<file path="src/rtl/exc_pkg.sv">
// Shared types and syndrome encoding for the LEGv8 exception unit.
package exc_pkg;

    typedef enum logic [2:0] {
        IDLE,
        TAKE,
        HANDLER,
        RETURN,
        HALT
    } exc_state_e;

    localparam int unsigned ES_NONE    = 0;
    localparam int unsigned ES_INVALID = 2;
    localparam int unsigned ES_DFAULT  = 3;

    // IRQ syndrome is {1'b1, k} with the marker bit at the top of a w-bit code.
    function automatic int unsigned es_irq(input int unsigned k, input int unsigned w);
        return (32'd1 << (w - 1)) | k;
    endfunction

endpackage

</file>
<file path="src/rtl/irq_prio_enc.sv">
// Lowest-index-first priority encoder over the pending, unacknowledged IRQ lines.
module irq_prio_enc #(
    parameter int N_IRQ = 4,
    parameter int IDX_W = (N_IRQ > 1) ? $clog2(N_IRQ) : 1
) (
    input  logic [N_IRQ-1:0] req,
    output logic             valid,
    output logic [IDX_W-1:0] idx
);

    always_comb begin
        valid = |req;
        idx   = '0;
        for (int k = N_IRQ - 1; k >= 0; k--) begin
            if (req[k]) idx = IDX_W'(k);
        end
    end

endmodule

</file>
<file path="src/rtl/exception_unit.sv">
// Exception/interrupt controller: arbitrates invalid-opcode vs. IRQs, captures
// syndrome and return PC, sequences ERET and latches double faults.
module exception_unit
    import exc_pkg::*;
#(
    parameter int N_IRQ     = 4,
    parameter int ESTATUS_W = 4,
    parameter int PC_W      = 64
) (
    input  logic                 clk,
    input  logic                 reset,
    input  logic [N_IRQ-1:0]     irq,
    input  logic [N_IRQ-1:0]     irq_en,
    input  logic                 not_an_instr,
    input  logic                 is_eret,
    input  logic [PC_W-1:0]      pc_cur,
    output logic                 exc,
    output logic                 eret,
    output logic [ESTATUS_W-1:0] estatus,
    output logic [PC_W-1:0]      elr,
    output logic [N_IRQ-1:0]     irq_ack,
    output logic                 in_handler,
    output logic                 halted
);

    localparam int IDX_W = (N_IRQ > 1) ? $clog2(N_IRQ) : 1;

    exc_state_e        state;
    logic [N_IRQ-1:0]  req;
    logic              irq_valid;
    logic [IDX_W-1:0]  irq_idx;
    logic [N_IRQ-1:0]  ack_set;

    assign req = irq & irq_en & ~irq_ack;

    irq_prio_enc #(
        .N_IRQ (N_IRQ),
        .IDX_W (IDX_W)
    ) u_prio (
        .req   (req),
        .valid (irq_valid),
        .idx   (irq_idx)
    );

    // An IRQ is only acknowledged when it actually wins arbitration in IDLE.
    always_comb begin
        ack_set = '0;
        if (state == IDLE && !not_an_instr && irq_valid) ack_set[irq_idx] = 1'b1;
    end

    always_ff @(posedge clk) begin
        if (reset) begin
            state      <= IDLE;
            exc        <= 1'b0;
            eret       <= 1'b0;
            estatus    <= '0;
            elr        <= '0;
            irq_ack    <= '0;
            in_handler <= 1'b0;
            halted     <= 1'b0;
        end else begin
            // Four-phase handshake: ack drops once its request is seen low.
            irq_ack <= (irq_ack & irq) | ack_set;
            exc     <= 1'b0;
            eret    <= 1'b0;
            case (state)
                IDLE: begin
                    if (not_an_instr) begin
                        state      <= TAKE;
                        exc        <= 1'b1;
                        in_handler <= 1'b1;
                        estatus    <= ESTATUS_W'(ES_INVALID);
                        elr        <= pc_cur;
                    end else if (irq_valid) begin
                        state      <= TAKE;
                        exc        <= 1'b1;
                        in_handler <= 1'b1;
                        estatus    <= ESTATUS_W'(es_irq(32'(irq_idx), ESTATUS_W));
                        elr        <= pc_cur;
                    end
                end
                TAKE: state <= HANDLER;
                HANDLER: begin
                    if (is_eret) begin
                        state <= RETURN;
                        eret  <= 1'b1;
                    end else if (not_an_instr) begin
                        state      <= HALT;
                        in_handler <= 1'b0;
                        halted     <= 1'b1;
                        estatus    <= ESTATUS_W'(ES_DFAULT);
                    end
                end
                RETURN: begin
                    state      <= IDLE;
                    in_handler <= 1'b0;
                end
                HALT: state <= HALT;
                default: begin
                    state      <= IDLE;
                    in_handler <= 1'b0;
                end
            endcase
        end
    end

endmodule

</file>
<file path="config.mk">
export PLATFORM = sky130hd
export DESIGN_NAME = exception_unit
export DESIGN_NICKNAME = d
export VERILOG_FILES = /design/src/rtl/exc_pkg.sv /design/src/rtl/irq_prio_enc.sv /design/src/rtl/exception_unit.sv
export SDC_FILE = /design/constraint.sdc
export NUM_CORES = 1
export LEC_CHECK = 0
export CAP_MARGIN = 20
export CORE_MARGIN = 1
export CORE_UTILIZATION = 40
export CTS_CLUSTER_SIZE = 30
export DETAILED_ROUTE_END_ITERATION = 16
export GPL_TIMING_DRIVEN = 0
export HOLD_SLACK_MARGIN = 0.05
export PLACE_DENSITY = 0.87
export SLEW_MARGIN = 10
export SYNTH_ARGS = -nofsm -noshare
export SYNTH_HDL_FRONTEND = slang
export SYNTH_HIERARCHICAL = 1
export SYNTH_SLANG_ARGS = --single-unit
</file>
<file path="constraint.sdc">
create_clock -name clk -period 1.9 [get_ports clk]
set_clock_uncertainty 0.05 [all_clocks]
set_input_delay 0.19 -clock clk [delete_from_list [all_inputs] [get_ports clk]]
set_output_delay 0.19 -clock clk [all_outputs]
set_load 0.01 [all_outputs]
</file>
==> run metrics, run 1 <==
status=finished, final reports clean; share of the synthesized area in the top cell type=50.9%; DRC Markers=0; diode count=0; Final Core Density=67.4%; share of cells above drive strength 1=9.07%; Post-DP HPWL=6.79 mm; Synth area leader=dfxtp_1; Synth Area in Compound Gates=25.4%; Worst-Margin Slew=588 ps; commonest cells after routing, fill and taps aside=clkdlybuf4s50_1, dfxtp_1, a21oi_1; layout filler cell count=617; final hold slack=244 ps; CP arrival=1970 ps; IO buf count=149; Pre-antenna DRT Iters=5; Vias=3396; DR vias/cell=5.31; Req. time, crit path=2060 ps; CTS Hold Bufs=0; commonest non-fill, non-tap cell in the layout=clkdlybuf4s50_1; Root Buffer=clkbuf_8; first-iteration detailed-routing DRC count=180; Reg area=1560 um2; Max VDD drop=525 uV; GR Overflow Total=0; Peak Freq=0.554 GHz; final net count=611; Netlist cell types=35; Final WS setup=96.1 ps; GRT Util Overall=24.0%; power density over cell area=889 nW/um2; Ports=152; Synth Area in Simple Gates=17.4%; Area Growth Syn to Fin=60.8%; antenna-violating nets left=0; largest net degree at the start of global routing=14; Synth Net Count=452; area share of xor/xnor cells in the synthesized design=0%; initial antenna violation count=0; Cell Area, Synth=3070 um2; synthesized area per cell=8.17 um2; Seq/Total Area, Yosys=50.9%; sum of negative setup slack=0 ps; Yosys warning count=6; main combinational cell family by area after synthesis=compound AO/OA/AOI/OAI gates; cell row count=31; Reg2Reg Depth=8; Core Box Area=7330 um2; hold crit path type=input pin to flip-flop; CTS tree=done; Max-slew headroom=60.8%; Die W=89.6 um; mux cell area share after synthesis=0%; Main synth FF type=dfxtp_1; CP Capture Type=flip-flop; global-route wire length before repair=14.8 mm; Synth Register Bits=78; CTS HTree Levels=3; pre-CTS setup slack=-554 ps; Post-Route WL=9.44 mm; Max Cap Viol=0; LEAKAGE=1.81 nW; Final Hold Viols=0; Synth Instances=376; clock tree sinks=78; cts bufs inserted=9; Post-Synth Adder-Cell Area=0%; startpoint class of the critical path=flip-flop; Setup Buffers After CTS=0; area of the multi-input gates=1350 um2; Crit Path Class=flip-flop to flip-flop; Starting Density=41.9%; post-layout min period=1800 ps; Post-synth ARST share=0%; Clock Path Buffers=2; Clk Latency, worst-skew pair=340 ps; Pwr Total=4.39 mW; final period utilization=94.9%; Die Area=8030 um2; Reg clk slew, reported paths=80 ps; number of enable flip-flop cells after synthesis=0; Final Wtd Congestion=0.780; synth top area cells=dfxtp_1, a21oi_1, nand3_1; worst hold path stage count=3; Die H=89.6 um; worst-path fanout max=10; wire length per cell=14.8 um; Final Max Slew Viols=0; vias in the first global route=3203; Final setup viols=0
[sequential cells by signal, indices dropped and copies added, names as in the netlist]
| register | flops |
|---|---|
| eret | 1 |
| estatus | 3 |
| irq_ack | 4 |
| exc | 1 |
| in_handler | 1 |
| state | 3 |
| elr | 64 |
| halted | 1 |
[Yosys cell counts (2+ instances only)]
master    instances
nand3_1          65
o21ai_1           5
o22ai_2           2
nor3_1            5
clkbuf_1         26
o21ai_0          61
nand2_1          13
inv_1             5
nor2_1           10
nand2b_1          3
buf_1             7
dfxtp_1          78
buf_2             6
a21oi_1          69
[cells by family (layout without fill, tap and decap cells)]
| kind of cell | after synthesis | after routing |
|---|---|---|
| simple gates | 105 | 105 |
| flops | 78 | 78 |
| other cells | 1 | 1 |
| compound gates | 146 | 146 |
| buf+inv | 46 | 210 |
[through the flow]
stage / std cells / instance area [um2]
detailed placement: 624 / 4690
floorplan: 376 / 3070
finish: 639 / 4940
global placement: 624 / 4690
global route: 639 / 4940
CTS: 640 / 4910
[timing repair]
action | 4_1_cts | 5_1_grt
gates resized for setup | 11 | 20
setup endpoints to repair | 52 | 54
hold endpoints to repair | 0 | 0
[metal layers]
layer / track usage, % / routed length (um)
met4: 10.2 / 189
met1: 28.4 / 3910
met3: 4.75 / 593
met5: 0 / 0
met2: 42.3 / 4750
[critical path: stages, from the launching register on]
cell and delay [ps]:
dfxtp_1 380, nor2_2 80, nor2_1 150, nand2_2 130
or2_2 310, buf_2 200, clkbuf_4 200, nand3_1 110
a21oi_1 70
[area by class of cell]
class	count	share of cell area, %
flip-flops and latches	78	31.6
repair buffers	149	30.2
multi-input cells	252	27.3
plain buffers	40	3.95
clock buffers	11	2.86
well taps	99	2.51
clock inverters	5	1.19
inverters	5	0.380
[power breakdown]
part           switching [mW]  total, mW  internal, mW
sequential             0.0911       1.91          1.81
clock                   0.601       1.24         0.643
combinational           0.602       1.24         0.638
total                    1.29       4.39          3.10
[final timing paths]
check | slack [ps] | end | startpoint
worst max-delay path | 100 | elr[57] | irq_ack[0]
worst min-delay path | 240 | halted | not_an_instr
worst max register to register | 100 | elr[57] | irq_ack[0]
worst min register to register | 420 | in_handler | in_handler
Power figures use the tool's default switching activity.
==> inputs of run 2 (changes only) <==
--- a/config.mk
+++ b/config.mk
@@ -5,7 +5,6 @@
 export SDC_FILE = /design/constraint.sdc
 export NUM_CORES = 1
 export LEC_CHECK = 0
-export CAP_MARGIN = 20
 export CORE_MARGIN = 1
 export CORE_UTILIZATION = 40
 export CTS_CLUSTER_SIZE = 30
==> results of run 2 <==
Same layout as run 1: the final DEF is identical, and so are final timing and power.
